<file path="config.mk">
export PLATFORM = sky130hd
export DESIGN_NAME = fetch_pc_unit
export DESIGN_NICKNAME = d
export VERILOG_FILES = /design/src/rtl/fetch_pc_unit.sv
export SDC_FILE = /design/constraint.sdc
export NUM_CORES = 1
export LEC_CHECK = 0
export ABC_AREA = 1
export BUFFER_PORTS_ARGS = -buffer_cell sky130_fd_sc_hd__buf_2
export CAP_MARGIN = 20
export CORE_AREA = 3 3 188 190
export CTS_BUF_LIST = sky130_fd_sc_hd__clkbuf_4 sky130_fd_sc_hd__clkbuf_8
export CTS_CLUSTER_DIAMETER = 150
export DETAILED_ROUTE_END_ITERATION = 7
export DIE_AREA = 0 0 191 193
export PLACE_DENSITY_LB_ADDON = 0.1
export RECOVER_POWER = 50
export SLEW_MARGIN = 40
export SYNTH_ARGS = -nofsm -noshare
export SYNTH_HDL_FRONTEND = slang
export SYNTH_SLANG_ARGS = --single-unit
</file>
<file path="constraint.sdc">
create_clock -name clk -period 9.2 [get_ports clk]
set_input_delay 0.46 -clock clk [delete_from_list [all_inputs] [get_ports clk]]
set_output_delay 0.46 -clock clk [all_outputs]
set_load 0.01 [all_outputs]
</file>
<file path="src/rtl/fetch_pc_unit.sv">
// ============================================================================
// fetch_pc_unit : Y86-64 fetch sequencer. It holds the predicted PC, sizes the
// returned instruction, predicts the next PC and fills the F->D register.
// Optional macro FETCH_BTFN_EN: conditional jXX backward-taken/forward-not.
// Revision: 1.0
// ============================================================================
`default_nettype none

module fetch_pc_unit #(
  parameter int                  DATA_WID  = 64,
  parameter int                  MEM_BYTES = 2048,
  parameter logic [DATA_WID-1:0] RESET_PC  = '0
) (
  input  logic                clk,
  input  logic                rst,
  input  logic                f_stall,
  input  logic                redirect_valid,
  input  logic [DATA_WID-1:0] redirect_pc,
  input  logic                ret_valid,
  input  logic [DATA_WID-1:0] ret_pc,
  input  logic [3:0]          icode,
  input  logic [3:0]          ifun,
  input  logic [3:0]          rA,
  input  logic [3:0]          rB,
  input  logic [DATA_WID-1:0] valC,
  output logic [DATA_WID-1:0] PC,
  output logic [2:0]          D_stat,
  output logic [3:0]          D_icode,
  output logic [3:0]          D_ifun,
  output logic [3:0]          D_rA,
  output logic [3:0]          D_rB,
  output logic [DATA_WID-1:0] D_valC,
  output logic [DATA_WID-1:0] D_valP,
  output logic [DATA_WID-1:0] D_pc,
  output logic [1:0]          fetch_state
);

  localparam logic [1:0] ST_RUN      = 2'd0;
  localparam logic [1:0] ST_RET_WAIT = 2'd1;
  localparam logic [1:0] ST_HALT     = 2'd2;

  localparam logic [2:0] STAT_AOK = 3'd1;
  localparam logic [2:0] STAT_HLT = 3'd2;
  localparam logic [2:0] STAT_ADR = 3'd3;
  localparam logic [2:0] STAT_INS = 3'd4;

  logic [DATA_WID-1:0] r_pred_pc;
  logic [1:0]          r_state;

  logic [3:0]          w_len;
  logic                w_ins_bad;
  logic [DATA_WID-1:0] w_valp;
  logic [DATA_WID:0]   w_end_addr;
  logic [2:0]          w_stat;
  logic                w_use_valc;
  logic [DATA_WID-1:0] w_pred_next;

  assign PC          = r_pred_pc;
  assign fetch_state = r_state;

  always_comb begin
    w_len     = 4'd1;
    w_ins_bad = 1'b0;
    case (icode)
      4'h0, 4'h1, 4'h9:       w_len = 4'd1;
      4'h2, 4'h6, 4'hA, 4'hB: w_len = 4'd2;
      4'h7, 4'h8:             w_len = 4'd9;
      4'h3, 4'h4, 4'h5:       w_len = 4'd10;
      default:                w_ins_bad = 1'b1;
    endcase
  end

  // Bounds check is done one bit wider so a PC near the top cannot wrap past it.
  assign w_valp     = r_pred_pc + DATA_WID'(w_len);
  assign w_end_addr = {1'b0, r_pred_pc} + (DATA_WID+1)'(w_len);

  always_comb begin
    if (w_ins_bad)                                 w_stat = STAT_INS;
    else if (w_end_addr > (DATA_WID+1)'(MEM_BYTES)) w_stat = STAT_ADR;
    else if (icode == 4'h0)                        w_stat = STAT_HLT;
    else                                           w_stat = STAT_AOK;
  end

`ifdef FETCH_BTFN_EN
  // Conditional jumps are taken only when they go backward (loop closers).
  assign w_use_valc = (icode == 4'h8) ||
                      ((icode == 4'h7) && ((ifun == 4'h0) || (valC < r_pred_pc)));
`else
  assign w_use_valc = (icode == 4'h7) || (icode == 4'h8);
`endif

  assign w_pred_next = w_use_valc ? valC : w_valp;

  always_ff @(posedge clk) begin
    if (rst || redirect_valid || (r_state == ST_RET_WAIT && ret_valid)) begin
      if (rst)                 r_pred_pc <= RESET_PC;
      else if (redirect_valid) r_pred_pc <= redirect_pc;
      else                     r_pred_pc <= ret_pc;
      r_state <= ST_RUN;
      D_stat  <= STAT_AOK;
      D_icode <= 4'h1;
      D_ifun  <= 4'h0;
      D_rA    <= 4'hF;
      D_rB    <= 4'hF;
      D_valC  <= '0;
      D_valP  <= '0;
      D_pc    <= '0;
    end else if (!f_stall) begin
      if (r_state == ST_RUN) begin
        D_stat  <= w_stat;
        D_icode <= icode;
        D_ifun  <= ifun;
        D_rA    <= rA;
        D_rB    <= rB;
        D_valC  <= valC;
        D_valP  <= w_valp;
        D_pc    <= r_pred_pc;
        if (w_stat != STAT_AOK)  r_state <= ST_HALT;
        else if (icode == 4'h9)  r_state <= ST_RET_WAIT;
        else                     r_pred_pc <= w_pred_next;
      end else begin
        // Waiting for ret or halted: bubble, keeping any halting stat visible.
        if (r_state == ST_RET_WAIT) D_stat <= STAT_AOK;
        D_icode <= 4'h1;
        D_ifun  <= 4'h0;
        D_rA    <= 4'hF;
        D_rB    <= 4'hF;
        D_valC  <= '0;
        D_valP  <= '0;
        D_pc    <= '0;
      end
    end
  end

endmodule

`default_nettype wire

</file>
==> results.md, run 1 <==
- The critical path ends at PC[3]$_DFFE_PP_.
- The xor-xnor portion of the synthesized cell area is 0.00687.
- The CTS sink count is 277.
- The count of pins on the block boundary is 490.
- The worst register-to-register path begins at fetch_state[0]$_SDFFE_PN0P_.
- The post-synthesis compound-gate area fraction came to 0.148.
- The share of synthesized area occupied by flip-flops and latches is 0.441.
- During placement, the flow inserted port buffers numbering 489.
- Of the total synthesized cell area, the portion taken by AND, OR, NAND and NOR gates is 0.342.
- The period utilization is 0.690.
- Fill cells in the final layout number 3624.
- The kind of start point of the critical path is a flip-flop.
- Measured on the finished design, the core utilization comes to 0.520.
- The total number of nets in the final design is 2689.
- The final design instance area without fill is 0.0175 mm2.
- The leading cell type in the layout, fill and taps excluded is sky130_fd_sc_hd__nand2_1.
- Along the worst path, the maximum fanout reaches 121.
- The total global-route track usage is 0.331.
- The number of setup buffers added after CTS is 0.
- After detailed routing, the number of remaining DRC violations is 0.
- The combined area of all synthesized cells is 0.0140 mm2.
- The leftover overflow at the end of global routing is 0.
- The number of distinct library cell variants in the gate-level netlist after synthesis is 39.
- Setup total negative slack on the finished layout was measured at 0 ns.
- The worst path in the final design needs a cycle of 6.35 ns, including I/O delays and setup.
- The worst register-to-register path has a depth of 4.
- The worst register-to-register path has a setup slack of 2.85 ns.
- Once the clock tree was built, the resizer swapped 0 gates to a different size.
- The worst hold path belongs to the class input port to flip-flop.
- Leaving out fill and tap cells, the most frequent cells in the layout are 681 x sky130_fd_sc_hd__nand2_1, 322 x sky130_fd_sc_hd__nor2_1, 263 x sky130_fd_sc_hd__clkbuf_1, 227 x sky130_fd_sc_hd__buf_2, 213 x sky130_fd_sc_hd__dfxtp_1.
- The share of post-route cells with drive strength above 1 is 0.151.
- Dividing the detail-routed via count by the number of cells gives 5.42.
- The class of the most critical setup path is flip-flop to flip-flop.
- The clock insertion delay at the later pin of the skew report is 0.63 ns.
- The number of pins exceeding their max-slew limit in the final report is 197.
- The worst max-slew margin expressed relative to the limit is -3.07.
- At the pin with the least slew margin, the transition time is 6.10 ns.
- Measured along the x axis, the die boundary spans 191 um.
- Wires add up to 63900 um.
- Registers take 0.00619 mm2.
- The count of final hold-check violations is 0.
- The first TritonRoute pass finished after 6 iterations.
- The cell at the root of the clock tree is sky130_fd_sc_hd__clkbuf_8.
- The routability congestion estimate from global placement is 0.957.
- The cell accounting for the most synthesized area is sky130_fd_sc_hd__dfxtp_1.
- The number of instances in the synthesized netlist is 2033.
- After detailed routing, the average wire length per cell comes to 21.6 um.
- In this run the power density over the cells is 179 mW/mm2.
- The via count of the first global-routing pass is 15000.
- Averaged over all synthesized cells, the footprint is 6.90 um2.
- The y dimension of the die is 193 um.
- The area growth from synthesis to final layout is 24.6%.
- The mux contribution to synthesized area is 0.
- The count of vias placed by the detailed router is 16100.
- For the worst setup path, the data required time is 9.30 ns.
- The reg-to-reg endpoint is PC[3]$_DFFE_PP_.
- Summing all placed instances gives a cell area of 0.0168 mm2.
- The endpoint class of the critical path is a flip-flop.
- During synthesis, Yosys emitted a total of 0 warnings.
- In this run the deepest clock path goes through 3 buffers.
- The post-synthesis adder-cell area fraction is 0.00410.
- The CTS clock-pin slew for the worst setup and hold paths is 0.06 ns.
- TritonCTS built the clock tree.
- After synthesis, the largest family of logic cells by area is simple AND/OR/NAND/NOR gates.
- The worst IR drop on VDD is 0.000149 V.
- The total clock buffers created by CTS is 48.
- The number of antenna violations at the first check in global routing was 5.
- Counting tap cells, the placed design contains a total of 2870 instances.
- The first-pass GRT wire length is 91800 um.
- The final hold slack is 0.0444 ns.
- The H-tree was split into 2 levels.
- The detailed-placement wirelength estimate is 48500 um.
- The critical path starts at fetch_state[0]$_SDFFE_PN0P_.
- The top cell type's share of synthesized area is 0.304.
- The synthesized net count is 2250.
- The detail route stage leaves a number of antenna-violating nets equal to 0.
- The max-capacitance violation count is 2.
- The maximum operating frequency is 157 MHz.
- The setup-violating endpoint count in the final report is 0.
- The leakage power summed over all cells is 6.88 nW.
- Clock skew on the completed layout was measured at 0.0380 ns.
- The die covers 0.0369 mm2.
- In this run, synthesis produced a sequential element count of 277.
- Setup repair after global routing left no endpoint under its margin.
- The run finished, with violations left.
- The final reports fail on max-capacitance violations, max-slew violations.
- For this block, the initial DRC count from the detailed router was 1517.
- The number of placement rows is 67.
- The worst hold path was traced through 3 stages.
- Yosys attributes the largest share of cell area to sky130_fd_sc_hd__dfxtp_1 30%, sky130_fd_sc_hd__nand2_1 18%, sky130_fd_sc_hd__edfxtp_1 14%, sky130_fd_sc_hd__nor2_1 8.6%, sky130_fd_sc_hd__a21oi_1 7.5%.
- The initial utilization of the core area, before any placement, comes to 0.417.
- The area of the multi-input gates is 0.00705 mm2.
- After floorplanning, the core was sized to cover 0.0336 mm2.
- Once layout is complete, the cells apart from fillers number 2965.
- Entering global routing, the biggest net connects 122 pins.
- The hold buffer count at cts is 0.
- The arrival time at the worst endpoint is 6.45 ns.
## flip-flops by register name (all words and copies together), names as in the netlist, 4 cells and up
name / flops
PC: 64
D_rA: 4
D_pc: 64
D_rB: 4
D_valP: 64
D_icode: 4
D_valC: 64
D_ifun: 4
## synth_stat cells (all sizes together)
library cell,n
a21oi,209
a22oi,2
and2,5
and3,1
buf,7
clkbuf,105
clkinv,2
dfxtp,213
edfxtp,64
fa,1
ha,3
inv,103
nand2,696
nand3,48
nand3b,19
nand4,26
nor2,355
nor3,9
o21ai,74
o21bai,1
o221ai,1
o22ai,12
o31ai,1
o32ai,61
o41ai,1
or2,3
xnor2,3
xor2,8
## how the worst min path moves through the flow
stage	startpoint	to	slack, ns
final	rA[3]	D_rA[3]$_SDFFE_PN1N_	0.04
after global routing	rB[2]	D_rB[2]$_SDFFE_PN1N_	0.03
after CTS	rB[2]	D_rB[2]$_SDFFE_PN1N_	0.007
after detailed placement	D_pc[39]$_SDFFE_PN0N_	D_pc[39]$_SDFFE_PN0N_	0.45
after global placement	D_pc[39]$_SDFFE_PN0N_	D_pc[39]$_SDFFE_PN0N_	0.44
after floorplan	D_pc[39]$_SDFFE_PN0N_	D_pc[39]$_SDFFE_PN0N_	0.48
## cell families (layout without fill, tap and decap cells)
family          after synthesis  after routing
compound gates              362            362
fa+ha+maj                     4              4
xor+xnor                     11             11
other cells                   0              7
simple gates               1162           1162
flops                       277            277
buf+inv                     217            694
## critical path: stages (launching register included)
cell                       delay [ns]
sky130_fd_sc_hd__dfxtp_1         0.42
sky130_fd_sc_hd__inv_1           0.16
sky130_fd_sc_hd__o31ai_1         0.40
sky130_fd_sc_hd__clkbuf_1        4.26
sky130_fd_sc_hd__o32ai_1         0.54
## per-layer routing
metal  routed length (um)  share of wire  track usage
met1                27700           0.43        0.466
met2                28300           0.44        0.501
met3                 6010          0.094       0.0767
met4                 1880          0.029        0.112
met5                    0              0            0
## power breakdown
part	internal (mW)	switching, mW
Sequential	1.32	0.120
Clock	0.639	0.522
Combinational	0.171	0.356
Total	2.13	0.998
## metrics by stage
stage | setup WS, ns | power (mW)
after floorplan | 2.77 | 1.70
after global placement | 4.27 | 1.99
after detailed placement | 4.16 | 1.99
after CTS | 4.82 | 3.15
after global routing | 2.44 | 3.26
final | 2.85 | 3.13
## final cells by class
cell class | instances | share of cell area
clock buffers | 73 | 0.0525
multi-input cells | 1539 | 0.403
repair buffers | 501 | 0.130
well taps | 448 | 0.0321
diodes | 7 | 0.00100
flip-flops and latches | 277 | 0.354
clock inverters | 15 | 0.00473
inverters | 105 | 0.0227
Note: power is estimated with default switching activity, not from simulation.
==> run 2: changes to the inputs <==
clock period = 5.5 ns   (was 9.2 ns; I/O delays follow)
==> run 2 against run 1 <==
Critical path depth up 20. First-iteration DRC count up 0.73%. Clock power up 65%. Die area unchanged. Wire length up 0.42%. Hold slack better by 0.030 ns. Cell area up 4.5%. Cell count up 2.6%. Combinational power up 76%. Sequential share of layout area down 1.5 points. Clock-buffer cell count up 1. The run still ends with max-capacitance violations, max-slew violations left. Sequential cell count unchanged.
==> results.md, run 2 (synthesized netlist as in run 1, its figures left out) <==
- The count of placed standard cells in the final layout, fillers left out is 3042 (+2.6%).
- The kind of start point of the critical path is an input port.
- The number of setup buffers added after CTS was 0 (unchanged).
- The path class of the lowest-slack min-delay path is input port to flip-flop.
- The detailed-placement wirelength estimate is 48100 um (-0.79%).
- The most critical setup path has its startpoint at icode[1].
- The setup-violating endpoint count in the final report is 0 (unchanged).
- The worst endpoint required time came to 5.74 ns (-3.56 ns).
- The total clock buffers created by CTS is 47 (-2.1%).
- The library cell used most frequently in the layout, excluding fill and tap cells, is sky130_fd_sc_hd__nand2_1.
- The period utilization is 0.822.
- The number of antenna violations at the first check in global routing was 4 (-1).
- The transition time of the tightest slew-check pin is 3.30 ns (-2.81 ns).
- The final hold slack was 0.0741 ns (+0.0297 ns).
- The number of design rule violations left after detail routing is 0 (unchanged).
- The leftover overflow at the end of global routing is 0 (unchanged).
- The critical path's most frequent cell is sky130_fd_sc_hd__nand2_1.
- The clock skew is 0.0321 ns (-0.00588 ns).
- The final critical path time including I/O delays and setup is 4.52 ns.
- The maximum single-stage delay on the critical path is 0.52 ns (-3.74 ns).
- The post-route antenna net violation count is 0 (unchanged).
- The max-capacitance violation count was 2 (unchanged).
- The CTS sink count was 277 (unchanged).
- The y dimension of the die came to 193 um (unchanged).
- The tree is rooted in a sky130_fd_sc_hd__clkbuf_8.
- The placeable core area is 0.0336 mm2 (unchanged).
- The post-placement cell count is 2871 (+0.035%).
- The arrival time at the worst endpoint came to 4.76 ns (-1.69 ns).
- The routed wire length per instance is 21.1 um (-2.1%).
- The number of port buffers is 489 (unchanged).
- The initial cell density of the core was 0.417 (unchanged).
- The clock insertion delay at the later pin of the skew report is 0.62 ns (about the same).
- The number of pins exceeding their max-slew limit in the final report came to 140 (-29%).
- The biggest fanout along the worst timing path is 40 (-67%).
- The number of inserted filler cells in the final layout came to 3480 (-4.0%).
- The total global-route track usage is 0.333 (+0.00260).
- The worst hold path begins at redirect_pc[62].
- The CTS clock-pin slew for the worst setup and hold paths is 0.06 ns (about the same).
- The cell area power density came to 287 mW/mm2 (+60%).
- The checks that failed: max-capacitance violations, max-slew violations.
- The first-pass GRT wire length is 93200 um (+1.4%).
- The worst setup path is of the input port to flip-flop kind.
- The library cells used most frequently in the layout, excluding fill and tap cells, are 681 x sky130_fd_sc_hd__nand2_1, 322 x sky130_fd_sc_hd__nor2_1, 280 x sky130_fd_sc_hd__clkbuf_1, 213 x sky130_fd_sc_hd__dfxtp_1, 210 x sky130_fd_sc_hd__buf_2.
- The worst IR drop on VDD is 0.000197 V (+32%).
- The cell family contributing the most delay on the critical path is buffers and inverters.
- The buffer and inverter count on the worst path was 7 (+5).
- The count of final hold-check violations is 0 (unchanged).
- The cell type of the slowest stage on the worst timing path is sky130_fd_sc_hd__dlygate4sd3_1.
- The run finished, with violations left.
- The count of pins on the block boundary is 490 (unchanged).
- The final total negative setup slack was 0 ns (unchanged).
- The area growth from synthesis to final layout is 30.2%.
- The share of post-route cells with drive strength above 1 is 0.141 (-0.0109).
- The number of iterations in the first detailed-routing pass is 6 (unchanged).
- The mean number of vias per cell came to 5.35 (-1.2%).
- The CTS tree is yes.
- The number of placement rows was 67 (unchanged).
- The deepest clock path buffer count is 3 (unchanged).
- The count of vias placed by the detailed router is 16300 (+1.4%).
- The routability congestion estimate from global placement came to 1.01 (+5.9%).
- The startpoint identified for the worst register-to-register timing path is fetch_state[0]$_SDFFE_PN0P_.
- The level count of the clock H-tree is 2 (unchanged).
- The wire length reported by the detailed router came to 64200 um (+0.42%).
- The first-iteration detailed-routing DRC count came to 1528 (+0.73%).
- The overall die area is 0.0369 mm2 (unchanged).
- Setup repair after global routing left no endpoint under its margin.
- Traced cell by cell, the critical path runs through dlygate4sd3_1 > buf_2 > nand2_1 > inv_1 > o22ai_1 > inv_1 > ha_1 > fa_1 > nand3_1 > nand2_1 > nand2_2 > inv_1 > nand2_1 > nand2_1 > nand2_1 > inv_1 > nor2_1 > nand2_1 > nor2_1 > nand3_1 > nor2_2 > nand4_2 > o21ai_4 > buf_4.
- Derived from the worst setup path, the maximum achievable clock frequency is 221 MHz.
- The total number of nets in the final design is 2771 (+3.0%).
- The via count of the first global-routing pass is 15300 (+2.1%).
- The worst max-slew margin expressed relative to the limit is -1.20 (+1.87).
- The endpoint class of the critical path is a flip-flop.
- The chip width was 191 um (unchanged).
- The largest net degree at the start of global routing is 200 (+64%).
- The leakage power summed over all cells is 7.16 nW (+4.2%).
## run 2: cell types whose count changed in the layout (fill, tap and decap cells not counted), moves of 2 or more
cell,before,now
sky130_fd_sc_hd__clkbuf_8,59,51
sky130_fd_sc_hd__clkinv_2,6,3
sky130_fd_sc_hd__clkbuf_1,263,280
sky130_fd_sc_hd__diode_2,7,4
sky130_fd_sc_hd__clkinv_1,9,7
sky130_fd_sc_hd__buf_4,5,7
sky130_fd_sc_hd__buf_2,227,210
sky130_fd_sc_hd__clkbuf_4,14,23
sky130_fd_sc_hd__dlygate4sd3_1,0,81
## run 2: what timing repair did
action                                 CTS  global route
gates resized for setup                  0             0
hold buffers                            81             0
endpoints found under the hold margin   81             0
## run 2: area by class of cell
class,instances,area [um2],share of cell area
clock buffer,74,875,0.0479
tap,448,561,0.0307
antenna,4,10.0,0.000548
multi-input combinational,1539,7050,0.386
sequential,277,6190,0.339
timing repair buffer,584,3090,0.169
inverter,105,397,0.0217
clock inverter,11,91.3,0.00500
## run 2: layer usage
layer	global-route usage	vias up	wire length, um
met5	0	-	13
met3	0.0832	141	6640
met4	0.105	2	2180
met2	0.514	858	28200
li1	-	7715	-
met1	0.462	7562	27100
## run 2: path summary, 6_finish.rpt
path,endpoint,slack (ns),cells after the start
worst min-delay path,PC[62]$_DFFE_PP_,0.07,3
worst max register to register,PC[9]$_DFFE_PP_,1.15,6
worst max-delay path,PC[51]$_DFFE_PP_,0.98,24
worst min register to register,D_pc[7]$_SDFFE_PN0N_,0.46,2
## run 2: stage by stage
stage	setup slack (ns)	util	power [mW]	instance area, um2
after floorplan	0.476	-	2.84	14000
after global placement	1.05	0.499	3.32	16800
after detailed placement	0.990	0.500	3.33	16800
after CTS	1.10	0.553	5.28	18600
after global routing	0.494	0.543	5.46	18300
final	0.978	0.543	5.24	18300
## run 2: worst register-to-register path, cell delays in order (launching register included)
cell                       delay, ns
sky130_fd_sc_hd__dfxtp_1        0.37
sky130_fd_sc_hd__inv_1          0.18
sky130_fd_sc_hd__o31ai_1        0.14
sky130_fd_sc_hd__inv_2          0.09
sky130_fd_sc_hd__clkbuf_1       2.17
sky130_fd_sc_hd__o21ai_0        0.84
sky130_fd_sc_hd__o32ai_1        0.35
## run 2: report_power, final
group / switching [mW] / total [mW] / internal (mW)
Sequential: 0.197 / 2.40 / 2.21
Clock: 0.849 / 1.91 / 1.06
Combinational: 0.611 / 0.930 / 0.319
